$ cat config.mk
export PLATFORM = sky130hd
export DESIGN_NAME = vinsn_dispatcher
export DESIGN_NICKNAME = d
export VERILOG_FILES = /design/src/rtl/core_pkg.sv /design/src/rtl/vinsn_id_ring.sv /design/src/rtl/vinsn_dispatcher.sv
export SDC_FILE = /design/constraint.sdc
export NUM_CORES = 1
export LEC_CHECK = 0
export ABC_AREA = 1
export BUFFER_PORTS_ARGS = -buffer_cell sky130_fd_sc_hd__buf_2
export CELL_PAD_IN_SITES_DETAIL_PLACEMENT = 1
export CELL_PAD_IN_SITES_GLOBAL_PLACEMENT = 2
export CORE_MARGIN = 5
export CORE_UTILIZATION = 28
export CTS_CLUSTER_DIAMETER = 200
export CTS_CLUSTER_SIZE = 12
export DETAILED_ROUTE_END_ITERATION = 6
export GPL_ROUTABILITY_DRIVEN = 1
export PLACE_DENSITY_LB_ADDON = 0.1
export SYNTH_ARGS = -nofsm -noshare
export SYNTH_HDL_FRONTEND = slang
export SYNTH_SLANG_ARGS = --single-unit
$ cat constraint.sdc
create_clock -name clk_i -period 5.55 [get_ports clk_i]
set_input_delay 0.555 -clock clk_i [delete_from_list [all_inputs] [get_ports clk_i]]
set_output_delay 0.555 -clock clk_i [all_outputs]
set_load 0.05 [all_outputs]
$ cat src/rtl/core_pkg.sv
// rtl/core_pkg.sv - shared core types: instruction IDs, scalar width, vector context, dispatcher entry state
package core_pkg;

  localparam int InsnIDNum = 4;
  localparam int XLEN      = 32;

  typedef logic [XLEN-1:0] xlen_t;
  typedef logic [$clog2(InsnIDNum)-1:0] insn_id_t;

  typedef struct packed {
    logic [7:0] vl;
    logic [2:0] vsew;
    logic [2:0] vlmul;
  } vec_context_t;

  typedef enum logic [1:0] {
    FREE,
    ISSUED,
    COMMITTED
  } vdisp_state_e;

endpackage

$ cat src/rtl/vinsn_id_ring.sv
// rtl/vinsn_id_ring.sv - head/commit/tail pointers and occupancy of the outstanding-ID ring
// The commit pointer is kept as a committed-entry count from head so a fully committed ring is unambiguous.
module vinsn_id_ring
  import core_pkg::*;
#(
  parameter int NrIds = InsnIDNum
) (
  input  logic     clk_i,
  input  logic     rst_i,
  input  logic     alloc,
  input  logic     retire,
  input  logic     commit,
  input  logic     flush,
  output insn_id_t head,
  output insn_id_t tail,
  output insn_id_t commit_ptr,
  output logic     full
);

  localparam int CntW = $clog2(NrIds) + 1;

  insn_id_t        head_q, tail_q, head_d;
  logic [CntW-1:0] count_q, ncommit_q, count_d, ncommit_d;

  // An uncommitted head can only retire when illegal; the commit count then stays at zero.
  always_comb begin
    head_d    = head_q + insn_id_t'(retire);
    ncommit_d = ncommit_q + CntW'(commit) - CntW'(retire && (ncommit_q != '0));
    count_d   = count_q + CntW'(alloc) - CntW'(retire);
  end

  always_ff @(posedge clk_i) begin
    if (rst_i) begin
      head_q    <= '0;
      tail_q    <= '0;
      count_q   <= '0;
      ncommit_q <= '0;
    end else begin
      head_q    <= head_d;
      ncommit_q <= ncommit_d;
      if (flush) begin
        tail_q  <= head_d + insn_id_t'(ncommit_d);
        count_q <= ncommit_d;
      end else begin
        tail_q  <= tail_q + insn_id_t'(alloc);
        count_q <= count_d;
      end
    end
  end

  assign head       = head_q;
  assign tail       = tail_q;
  assign commit_ptr = head_q + insn_id_t'(ncommit_q);
  assign full       = (count_q == CntW'(NrIds));

endmodule

$ cat src/rtl/vinsn_dispatcher.sv
// rtl/vinsn_dispatcher.sv - vector instruction dispatcher: ID allocation, issue, commit, in-order retire, flush
// Optional VDISP_ILLEGAL_FLUSH_EN: retiring an illegal entry also flushes all younger uncommitted work.
module vinsn_dispatcher
  import core_pkg::*;
#(
  parameter int NrIds = InsnIDNum
) (
  input  logic         clk_i,
  input  logic         rst_i,
  input  logic         req_valid_i,
  output logic         req_ready_o,
  input  logic [31:0]  req_insn_i,
  input  xlen_t        req_scalar_i,
  input  vec_context_t req_vec_context_i,
  output logic         valid_o,
  input  logic         ready_i,
  output logic [31:0]  insn_o,
  output insn_id_t     insn_id_o,
  output xlen_t        scalar_reg_o,
  output vec_context_t vec_context_o,
  input  logic         commit_req_i,
  output logic         insn_can_commit_o,
  output insn_id_t     insn_can_commit_id_o,
  input  logic         flush_i,
  output logic         flush_o,
  input  logic         done_i,
  input  insn_id_t     done_insn_id_i,
  input  logic         illegal_insn_i,
  output logic         retire_valid_o,
  output insn_id_t     retire_id_o,
  output logic         retire_illegal_o
);

  vdisp_state_e   state_q [NrIds];
  vdisp_state_e   state_d [NrIds];
  logic [NrIds-1:0] done_q, done_d, ill_q, ill_d;

  insn_id_t head, tail, commit_ptr;
  logic     full;
  logic     retire_fire, illegal_flush, flush_any, commit_fire, issue_fire, accept;

  // An illegal head that is not yet committed dies with an external flush, so it cannot retire then.
  assign retire_fire = done_q[head] &&
                       (state_q[head] == COMMITTED || (ill_q[head] && !flush_i));
`ifdef VDISP_ILLEGAL_FLUSH_EN
  assign illegal_flush = retire_fire && ill_q[head];
`else
  assign illegal_flush = 1'b0;
`endif
  assign flush_any   = flush_i || illegal_flush;
  assign commit_fire = commit_req_i && !flush_any && (state_q[commit_ptr] == ISSUED) &&
                       !(retire_fire && commit_ptr == head);
  assign issue_fire  = valid_o && ready_i && !flush_any;
  assign req_ready_o = !rst_i && !flush_any && !(full && !retire_fire) && (!valid_o || ready_i);
  assign accept      = req_valid_i && req_ready_o;

  vinsn_id_ring #(.NrIds(NrIds)) i_ring (
    .clk_i      (clk_i),
    .rst_i      (rst_i),
    .alloc      (accept),
    .retire     (retire_fire),
    .commit     (commit_fire),
    .flush      (flush_any),
    .head       (head),
    .tail       (tail),
    .commit_ptr (commit_ptr),
    .full       (full)
  );

  always_comb begin
    state_d = state_q;
    done_d  = done_q;
    ill_d   = ill_q;
    if (issue_fire) state_d[insn_id_o] = ISSUED;
    if (commit_fire) state_d[commit_ptr] = COMMITTED;
    if (done_i && state_q[done_insn_id_i] != FREE) begin
      done_d[done_insn_id_i] = 1'b1;
      ill_d[done_insn_id_i]  = illegal_insn_i;
    end
    if (retire_fire) begin
      state_d[head] = FREE;
      done_d[head]  = 1'b0;
      ill_d[head]   = 1'b0;
    end
    if (flush_any) begin
      for (int i = 0; i < NrIds; i++) begin
        if (state_d[i] != COMMITTED) begin
          state_d[i] = FREE;
          done_d[i]  = 1'b0;
          ill_d[i]   = 1'b0;
        end
      end
    end
  end

  always_ff @(posedge clk_i) begin
    if (rst_i) begin
      for (int i = 0; i < NrIds; i++) state_q[i] <= FREE;
      done_q <= '0;
      ill_q  <= '0;
    end else begin
      state_q <= state_d;
      done_q  <= done_d;
      ill_q   <= ill_d;
    end
  end

  // Issue register: payload only reloads once the previous one has been taken.
  always_ff @(posedge clk_i) begin
    if (rst_i) begin
      valid_o       <= 1'b0;
      insn_o        <= '0;
      insn_id_o     <= '0;
      scalar_reg_o  <= '0;
      vec_context_o <= '0;
    end else if (flush_any) begin
      valid_o <= 1'b0;
    end else if (accept) begin
      valid_o       <= 1'b1;
      insn_o        <= req_insn_i;
      insn_id_o     <= tail;
      scalar_reg_o  <= req_scalar_i;
      vec_context_o <= req_vec_context_i;
    end else if (ready_i) begin
      valid_o <= 1'b0;
    end
  end

  always_ff @(posedge clk_i) begin
    if (rst_i) begin
      insn_can_commit_o    <= 1'b0;
      insn_can_commit_id_o <= '0;
      retire_valid_o       <= 1'b0;
      retire_id_o          <= '0;
      retire_illegal_o     <= 1'b0;
      flush_o              <= 1'b0;
    end else begin
      insn_can_commit_o    <= commit_fire;
      insn_can_commit_id_o <= commit_ptr;
      retire_valid_o       <= retire_fire;
      retire_id_o          <= head;
      retire_illegal_o     <= retire_fire && ill_q[head];
      flush_o              <= flush_any;
    end
  end

endmodule

==> flow_metrics.tcl, run 1 <==
set metrics [dict create \
    grt_remaining_overflow 0 \
    yosysUniqueCellTypes 32 \
    post_synth_instance_area_mm2 0.005274 \
    gp_congestion 0.7877 \
    detailedPlace.worstSlack_ps 1988 \
    timing.critical_path.slowest_stage_cell "buf_4" \
    max_freq_ghz 0.2956 \
    drive_above_1_share 0.2219 \
    power.share.sequential 0.381 \
    tritoncts "yes" \
    detail_route.wirelength_um 16330 \
    register_area_mm2 0.002302 \
    fillerInstances 2482 \
    worst_path_clk_slew_ps 60 \
    layout_setup_ws_ps 2168 \
    crit_chain "inv_2 -> nand2_1 -> nand2_1 -> nand2_1 -> nand2_1 -> nand2_1 -> nand2_2 -> nand2_4 -> nand4_2 -> nand3_4 -> buf_4 -> nand2_1 -> nand2_1 -> nor2_1" \
    critical_path.max_fanout 97 \
    required_worst_endpoint_ps 5850 \
    synth_largest_area_cell "dfxtp_1" \
    synth_area_leaders "dfxtp_1, nand2_1, nor2_1" \
    grt_util_met2 0.2565 \
    synth_adder_area_share 0.02657 \
    cts_resized 0 \
    worst_ep_arrival_time_ps 3680 \
    worst_slew_margin_rel 0.3196 \
    postSynthCellCount 806 \
    clock_skews_ps 9.328 \
    1st_pass_router_iterations 4 \
    synthSimpleGateAreaFrac 0.3585 \
    grt_usage 0.1561 \
    area_grow_syn2layout_pct 30.49 \
    netSwitchingPower_w 0.0006302 \
    leading_cell_type_in_the_layout_fill_and_taps_excluded "nand2_1" \
    core-area_mm2 0.01864 \
    final_antenna_net_count 0 \
    timing.hold.worst.class "input pin to flip-flop" \
    fp.dieArea_mm2 0.02168 \
    globalRoute.busiestLayer "met2" \
    setup.worst_path.end_class "flip-flop" \
    drv_slew 0 \
    detailed_placement_hpwl_um 11750 \
    xor_xnor_cell_area_share_of_the_yosys_netlist 0.01163 \
    critical_path_class "flip-flop to flip-flop" \
    cts.path.max_buffers 2 \
    final_nets 1072 \
    slowest_delay_ps 840 \
    synth_compound_gate_area_share 0.04152 \
    worst_slew_pin_slew_ps 1021 \
    drt_iter0_drc 181 \
    maximum_number_of_pins_on_one_net_before_global_route_repair 98 \
    yosys_register_bits 115 \
    die_w_um 147.2 \
    placement.io_buffers 177 \
    initial_utilization 0.2829 \
    layout_common_cells "nand2_1, nor2_1, buf_2" \
    grt_util_met3 0.06477 \
    ys_seq_area_frac 0.4365 \
    clock_power_share 0.495 \
    p_leak_nw 3.976 \
    period_needed_ps 3382 \
    first_global_vias 5388 \
    critical_path_buf_inv_count 2 \
    tns_setup_ps 0 \
    grt_setup_unrepaired "no" \
    grt_first_pass_wirelength_um 27340 \
    report.final.setup_viol 0 \
    routed-via-count 5161 \
    area_share_of_the_largest_cell_type_after_synthesis 0.4365 \
    routedWlPerCell_um 13.36 \
    global_route.usage.met1 0.1871 \
    worst_ir_drop_vdd_mv 0.2058 \
    p_int_w 0.001662 \
    vias_per_cell 4.223 \
    synth_warnings 0 \
    grt_antenna_before_repair 2 \
    power-per-cell-area_mw_per_mm2 333.2 \
    post_synth_mux_area_share 0 \
    clkLatencyLatePin_ps 410 \
    worst_path_most_repeated_cell "nand2_1" \
    final-hold-violation-count 0 \
    cp_top_family "simple AND/OR/NAND/NOR gates" \
    power_switching_share 0.2749 \
    cts.root.buffer_cell "clkbuf_16" \
    cts.sinks 115 \
    post-cts-setup-buffers 0 \
    fp-row-count 50 \
    footprint_of_the_multi_input_gates_mm2 0.002311 \
    syn_avg_cell_area_um2 6.543 \
    comb_power_share 0.124 \
    cts_hold_buf 0 \
    boundaryPins 178 \
    mappedNetlistNets 904 \
    timing.max_cap.violations 0 \
    regToRegSetupSlack_ps 2170 \
    clock_buffer_count_from_cts 17 \
    final.period_utilization 0.6094 \
    remaining_drc_errors 0 \
    start_kind "flip-flop" \
    synth_top_family_by_area "simple AND/OR/NAND/NOR gates" \
    cts_htree_levels 4 \
    fp.dieH_um 147.2 \
    run_status "finished clean" \
]
[per-stage QoR]
step / util / total power (W) / cell area [µm²] / hold WS, ps / cells
after floorplan: - / 0.001096 / 5274 / 457.9 / 806
after global placement: 0.3362 / 0.001182 / 6269 / 475.8 / 1189
after detailed placement: 0.3362 / 0.001182 / 6269 / 489.9 / 1189
after CTS: 0.3690 / 0.002339 / 6879 / 344.2 / 1221
after global routing: 0.3691 / 0.002415 / 6882 / 353.4 / 1222
final: 0.3691 / 0.002293 / 6882 / 359.7 / 1222
[worst reg2reg max path: cells and delay by family, from the launching register on]
family | cells | cell delay [ps]
flops | 1 | 700
buf+inv | 2 | 1050
simple gates | 12 | 1530
[synth_stat cells]
master and number:
nand2_1 241, nor2_1 208, inv_1 119, dfxtp_1 115, nand3_1 21, o21ai_0 20
clkbuf_1 11, buf_2 9, buf_6 8, ha_1 8, nor3_1 5, a21oi_1 4
o22ai_1 4, xor2_1 4, a21o_1 3, inv_2 3, o21bai_1 3, xnor2_1 3
fa_1 2, nand3b_1 2, o31ai_1 2, a31oi_1 1, buf_4 1, buf_8 1
clkinv_1 1, nand2_2 1, nand2_4 1, nand3_4 1, nand4_1 1, nand4_2 1
o211ai_1 1, or2_2 1
[routing by layer]
metal,share of wire,up-vias
met1,0.45,2310
met3,0.077,19
li1,-,2715
met5,0.00080,-
met2,0.46,115
met4,0.016,2
[path summary, 6_finish.rpt]
| kind | from | end | depth (start not counted) |
|---|---|---|---|
| worst max-delay path | i_ring.head[0]$_SDFF_PP0_ | insn_o[15]$_SDFFE_PP0P_ | 14 |
| worst min register to register | i_ring.tail[0]$_SDFF_PP0_ | insn_id_o[0]$_SDFFE_PP0P_ | 2 |
| worst min-delay path | req_insn_i[2] | insn_o[2]$_SDFFE_PP0P_ | 3 |
| worst max register to register | i_ring.head[0]$_SDFF_PP0_ | insn_o[15]$_SDFFE_PP0P_ | 14 |
[sequential cells by signal, indices dropped and copies added, names as in the netlist, 3 cells and up]
| name | flops |
|---|---|
| state_q | 8 |
| ill_q | 4 |
| done_q | 4 |
| scalar_reg_o | 32 |
| i_ring.count_q | 3 |
| vec_context_o | 14 |
| insn_o | 32 |
| i_ring.ncommit_q | 3 |
[final cells by class]
cell class                 count  area share
clock buffer                  19     0.06582
clock inverter                13     0.02291
sequential                   115      0.3345
inverter                     123     0.06709
timing repair buffer         179      0.1309
antenna                        1   0.0003636
tap                          234     0.04255
multi-input combinational    538      0.3358
[power groups by stage]
stage               clock network [W]  registers [W]  logic [W]
finish                        0.00113       0.000873   0.000285
global route                  0.00122       0.000878   0.000317
CTS                           0.00117       0.000874   0.000292
detailed placement                  0       0.000892   0.000291
global placement                    0       0.000891   0.000290
floorplan                           0        0.00100  0.0000957
[cells by family after synthesis]
kind of cell / after synthesis
flops: 115
buf+inv: 153
compound gates: 38
xor+xnor: 7
simple gates: 483
fa+ha+maj: 10
Note: power is estimated with default switching activity, not from simulation.
==> inputs of run 2 (changes only) <==
--- a/config.mk
+++ b/config.mk
@@ -10,7 +10,7 @@
 export CELL_PAD_IN_SITES_DETAIL_PLACEMENT = 1
 export CELL_PAD_IN_SITES_GLOBAL_PLACEMENT = 2
 export CORE_MARGIN = 5
-export CORE_UTILIZATION = 28
+export CORE_UTILIZATION = 23
 export CTS_CLUSTER_DIAMETER = 200
 export CTS_CLUSTER_SIZE = 12
 export DETAILED_ROUTE_END_ITERATION = 6
==> constraint.sdc (replaced) <==
create_clock -name clk_i -period 2.96 [get_ports clk_i]
set_input_delay 0.296 -clock clk_i [delete_from_list [all_inputs] [get_ports clk_i]]
set_output_delay 0.296 -clock clk_i [all_outputs]
set_load 0.05 [all_outputs]
==> flow_metrics.tcl, run 2 (synthesized netlist as in run 1, its figures left out) <==
set metrics [dict create \
    regToRegStartpoint "i_ring.head[0]$_SDFF_PP0_" \
    run_status "finished clean" \
    placement.io_buffers 177 \
    cts.path.max_buffers 2 \
    final_nets 1088 \
    fin_area_mm2 0.007088 \
    drv_slew 0 \
    critical_path.max_fanout 8 \
    fp.dieH_um 161.4 \
    max_freq_ghz 0.3690 \
    detailedPlace.worstSlack_ps 196.4 \
    1st_pass_router_iterations 4 \
    worst_path_clk_slew_ps 70 \
    grt_usage 0.1366 \
    power-per-cell-area_mw_per_mm2 611.7 \
    detailed_placement_hpwl_um 12540 \
    worst_slew_margin_rel 0.4276 \
    start_kind "flip-flop" \
    grt_antenna_before_repair 3 \
    global_route.usage.met1 0.1585 \
    cts_hold_buf 0 \
    leading_cell_type_in_the_layout_fill_and_taps_excluded "nand2_1" \
    detail_route.wirelength_um 17530 \
    grt_first_pass_wirelength_um 28030 \
    vias_per_cell 4.043 \
    gp_congestion 0.7180 \
    fp-row-count 55 \
    layout_setup_ws_ps 250.0 \
    timing.hold.worst.class "input pin to flip-flop" \
    initial_utilization 0.2329 \
    setup.worst_path.end_class "flip-flop" \
    core-area_mm2 0.02264 \
    worst_slew_pin_slew_ps 858.6 \
    p_leak_nw 4.047 \
    drt_iter0_drc 230 \
    grt_util_met2 0.2264 \
    drive_above_1_share 0.2383 \
    post_route_insts_no_fill 1290 \
    dpl-instance-area_mm2 0.006435 \
    hold_path_startpoint "req_scalar_i[14]" \
    layout_top_registers "insn_o (32), scalar_reg_o (32), vec_context_o (14)" \
    final_antenna_net_count 0 \
    routedWlPerCell_um 13.59 \
    cts_htree_levels 4 \
    required_worst_endpoint_ps 3250 \
    final.period_utilization 0.9155 \
    critical_path.startpoint "i_ring.head[0]$_SDFF_PP0_" \
    die_w_um 161.4 \
    fp.dieArea_mm2 0.02606 \
    maximum_number_of_pins_on_one_net_before_global_route_repair 162 \
    grt_util_met3 0.05792 \
    worst_ep_arrival_time_ps 3000 \
    first_global_vias 5286 \
    layout_common_cells "nand2_1, nor2_1, buf_2" \
    area_grow_syn2layout_pct 34.40 \
    placed_cells_incl_taps 1252 \
    routed-via-count 5216 \
    clkLatencyLatePin_ps 410 \
    remaining_drc_errors 0 \
    fillerInstances 2930 \
    critical_path_class "flip-flop to flip-flop" \
    timing.max_cap.violations 0 \
    clock_buffer_count_from_cts 17 \
    boundaryPins 178 \
    period_needed_ps 2710 \
    clock_skews_ps 12.72 \
    cts.sinks 115 \
    worst_ir_drop_vdd_mv 0.3086 \
    report.final.setup_viol 0 \
    final-hold-violation-count 0 \
    tritoncts "yes" \
    cts.root.buffer_cell "clkbuf_16" \
    globalRoute.busiestLayer "met2" \
    grt_remaining_overflow 0 \
]
-- run 2: changes by cell type in the layout (fill, tap and decap cells not counted), sizes merged --
cell	previous run	this run
buf	179	195
clkbuf	19	18
clkinv	9	6
clkinvlp	1	3
diode	1	2
inv	123	125
-- run 2: layer usage --
metal,vias up,share of wire
li1,2756,-
met4,4,0.015
met1,2336,0.43
met2,98,0.48
met5,-,0.0019
met3,22,0.075
-- run 2: power breakdown --
| group | internal [W] | leakage, nW | switching, W | total [W] |
|---|---|---|---|---|
| registers | 0.00161 | 0.936 | 0.0000278 | 0.00164 |
| logic | 0.000146 | 2.82 | 0.000398 | 0.000544 |
| clock network | 0.00134 | 0.288 | 0.000820 | 0.00216 |
-- run 2: what timing repair did --
| action | in CTS | in global routing |
|---|---|---|
| endpoints found under the setup margin | 0 | 2 |
| gates resized for setup | 0 | 6 |
| buffers inserted | 0 | 3 |
-- run 2: final timing paths --
check | to | slack, ps | cells after the start
min reg2reg | insn_id_o[0]$_SDFFE_PP0P_ | 490 | 2
max | i_ring.tail[1]$_SDFF_PP0_ | 250 | 19
max reg2reg | i_ring.tail[1]$_SDFF_PP0_ | 250 | 19
min | scalar_reg_o[14]$_SDFFE_PP0P_ | 100 | 3
-- run 2: area by class of cell --
class                           instances  area (µm²)  area share
Multi-Input combinational cell        538        2318      0.3271
Inverter                              123       461.7     0.06514
Clock buffer                           18       429.2     0.06055
Sequential cell                       115        2303      0.3250
Clock inverter                         14       178.9     0.02524
Tap cell                              285       356.6     0.05031
Timing Repair Buffer                  195        1035      0.1460
Antenna cell                            2       5.005   0.0007061
-- run 2: per-stage QoR --
step	hold WS, ps	TNS, ps	power [W]	utilization
3_5_place_dp	485.1	0	0.002225	0.2842
4_1_cts	65.87	0	0.004446	0.3111
5_1_grt	82.97	-4.027	0.004569	0.3130
2_1_floorplan	367.3	0	0.002054	-
3_3_place_gp	475.3	0	0.002224	0.2842
6_report	98.28	0	0.004336	0.3131
-- run 2: worst max-delay path, stage by stage, from the launching register on --
cell     delay, ps
dfxtp_2        340
buf_6          140
inv_2          120
nand2_1         70
nand2_1         60
nand2_1         50
nand2_1         80
nand2_1         60
nand2_2        100
nand2_4         50
nor2_1          90
ha_1           230
inv_1           60
ha_1           130
inv_1           50
fa_1           540
xor2_1         200
a21oi_1         80
o21ai_0         70
o21ai_0         90
==> inputs of run 3 (changes only) <==
--- a/config.mk
+++ b/config.mk
@@ -5,12 +5,11 @@
 export SDC_FILE = /design/constraint.sdc
 export NUM_CORES = 1
 export LEC_CHECK = 0
-export ABC_AREA = 1
 export BUFFER_PORTS_ARGS = -buffer_cell sky130_fd_sc_hd__buf_2
 export CELL_PAD_IN_SITES_DETAIL_PLACEMENT = 1
 export CELL_PAD_IN_SITES_GLOBAL_PLACEMENT = 2
 export CORE_MARGIN = 5
-export CORE_UTILIZATION = 23
+export CORE_UTILIZATION = 28
 export CTS_CLUSTER_DIAMETER = 200
 export CTS_CLUSTER_SIZE = 12
 export DETAILED_ROUTE_END_ITERATION = 6
==> flow_metrics.tcl, run 3 <==
set metrics [dict create \
    boundaryPins 178 \
    first_global_vias 4550 \
    start_kind "flip-flop" \
    totalPowerFinal_w 0.004312 \
    maximum_number_of_pins_on_one_net_before_global_route_repair 82 \
    vias_per_cell 4.494 \
    worst_slew_margin_rel 0.5055 \
    post_synth_instance_area_mm2 0.005333 \
    worst_path_most_repeated_cell "nor2_1" \
    remaining_drc_errors 0 \
    worst_path_clk_slew_ps 60 \
    1st_pass_router_iterations 4 \
    run_status "finished clean" \
    slowest_delay_ps 470 \
    die_w_um 148.0 \
    fp.dieH_um 148.0 \
    layout_top_registers "insn_o (32), scalar_reg_o (32), vec_context_o (14)" \
    final.period_utilization 0.9594 \
    ys_seq_area_frac 0.4317 \
    timing.hold.ws_ps 111.4 \
    final_nets 750 \
    most_instantiated_flip_flop_cell_in_the_synthesis_netlist "dfxtp_1" \
    report.final.setup_viol 0 \
    final_antenna_net_count 0 \
    cts.root.buffer_cell "clkbuf_16" \
    yosys_register_bits 115 \
    layout_setup_ws_ps 120.1 \
    synth_area_leaders "dfxtp_1, mux2_4, nor2b_1" \
    mappedNetlistNets 561 \
    cts.sinks 115 \
    placement.io_buffers 177 \
    critical_path_class "flip-flop to flip-flop" \
    area_grow_syn2layout_pct 33.90 \
    critical_path.max_fanout 8 \
    initial_utilization 0.2851 \
    timing.hold.worst.class "input pin to flip-flop" \
    leading_cell_type_in_the_layout_fill_and_taps_excluded "buf_2" \
    syn_avg_cell_area_um2 11.52 \
    grt_antenna_before_repair 6 \
    core-area_mm2 0.01871 \
    cts_htree_levels 4 \
    final-hold-violation-count 0 \
    clock_skews_ps 8.133 \
    grt_remaining_overflow 0 \
    gp_congestion 0.8003 \
    fp-row-count 50 \
    worst_ir_drop_vdd_mv 0.3775 \
    routedWlPerCell_um 17.17 \
    p_leak_nw 3.483 \
    grt_usage 0.1420 \
    synth_warnings 0 \
    crit_chain "ha_1 -> or3b_2 -> a21oi_1 -> nor2_1 -> nor2_1 -> ha_1 -> inv_1 -> fa_1 -> xor2_1 -> xnor2_1 -> nor2_1 -> o22a_1" \
    detail_route.wirelength_um 15470 \
    regToRegSetupSlack_ps 120 \
    drive_above_1_share 0.4842 \
    post_synth_most_frequent_cells "dfxtp_1, nor2b_1, mux2_4, nor2_1, clkbuf_1" \
    grt_first_pass_wirelength_um 24470 \
    post_route_insts_no_fill 901 \
    timing.max_cap.violations 0 \
    power-per-cell-area_mw_per_mm2 603.9 \
    fp.dieArea_mm2 0.02191 \
    tritoncts "yes" \
    worst_slew_pin_slew_ps 741.8 \
    placed_cells_incl_taps 867 \
    cts.path.max_buffers 2 \
    postSynthCellCount 463 \
    synth_edf_count 0 \
    detailedPlace.worstSlack_ps -103.2 \
    drt_iter0_drc 117 \
    clkLatencyLatePin_ps 410 \
    period_needed_ps 2840 \
    drv_slew 0 \
    yosysUniqueCellTypes 48 \
    required_worst_endpoint_ps 3250 \
    layout_common_cells "buf_2, dfxtp_1, nor2b_1" \
    synth_most_common_cell "dfxtp_1" \
    area_share_of_the_largest_cell_type_after_synthesis 0.4317 \
    worst_ep_arrival_time_ps 3130 \
    grt_setup_unrepaired "yes" \
    timing.critical_path.slowest_stage_cell "or3b_2" \
    max_freq_ghz 0.3521 \
    routed-via-count 4049 \
    detailed_placement_hpwl_um 11250 \
    clock_buffer_count_from_cts 17 \
    setup.worst_path.end_class "flip-flop" \
    synth_largest_area_cell "dfxtp_1" \
    async_flop_share 0 \
]
## run 3: cell families after synthesis
group                      count (synthesis)  synth area share
and+or+nand+nor                          162            0.1818
muxes                                     91            0.2492
xor gates and xnor gates                  11           0.02088
buffers and inverters                     39           0.04153
AOI/OAI and AO/OA                         35           0.04857
adders and majority gates                 10           0.02628
DFF                                      115            0.4317
## run 3: area by class of cell
| cell class | instances | area (µm²) |
|---|---|---|
| Fill cell | 2125 | 11560 |
| Multi-Input combinational cell | 309 | 2840 |
| Sequential cell | 115 | 2307 |
| Timing Repair Buffer | 198 | 1059 |
| Clock buffer | 20 | 456.7 |
| Tap cell | 234 | 292.8 |
| Clock inverter | 10 | 133.9 |
| Inverter | 11 | 41.29 |
| Antenna cell | 4 | 10.01 |
## run 3: timing repair
item                                    in CTS  in global routing
resized for setup                            1                  6
endpoints found under the setup margin      38                 59
setup buffers                                0                  0
hold buffers                                 0                  0
## run 3: worst max-delay path: cells and delay by family, from the launching register on
kind | cells | cell delay [ps]
compound gates | 2 | 380
xor+xnor | 2 | 320
fa+ha+maj | 3 | 880
buf+inv | 1 | 50
flops | 1 | 390
simple gates | 4 | 720
## run 3: worst paths after layout
check                                                     to  cells past startpoint                       from
worst max-delay path            i_ring.count_q[2]$_SDFF_PP0_                     12  i_ring.head[0]$_SDFF_PP0_
worst min-delay path                 insn_o[23]$_SDFFE_PP0P_                      2             req_insn_i[23]
worst max register to register  i_ring.count_q[2]$_SDFF_PP0_                     12  i_ring.head[0]$_SDFF_PP0_
worst min register to register     insn_id_o[1]$_SDFFE_PP0P_                      1  i_ring.tail[1]$_SDFF_PP0_
## run 3: power breakdown
part           switching (W)  leakage (nW)  internal, W  total [W]
Sequential         0.0000314         0.938      0.00162    0.00165
Clock               0.000716         0.288      0.00135    0.00207
Combinational       0.000374          2.26     0.000221   0.000595
Total                0.00112          3.48      0.00319    0.00431
## run 3: metrics by stage
step                      TNS [ps]  cell area, µm²  utilization
final                            0            7141       0.3817
after detailed placement    -319.4            6521       0.3486
after global routing        -29.65            7138       0.3816
after floorplan                  0            5333            -
after CTS                        0            7113       0.3803
after global placement           0            6521       0.3486
## run 3: routing by layer
layer	global-route usage	vias up	wire length (µm)	share of wire
li1	-	1964	-	-
met1	0.1597	1933	6449	0.42
met2	0.2384	123	7593	0.49
met3	0.06131	23	1172	0.076
met4	0.05404	6	210	0.014
met5	0	-	41	0.0027
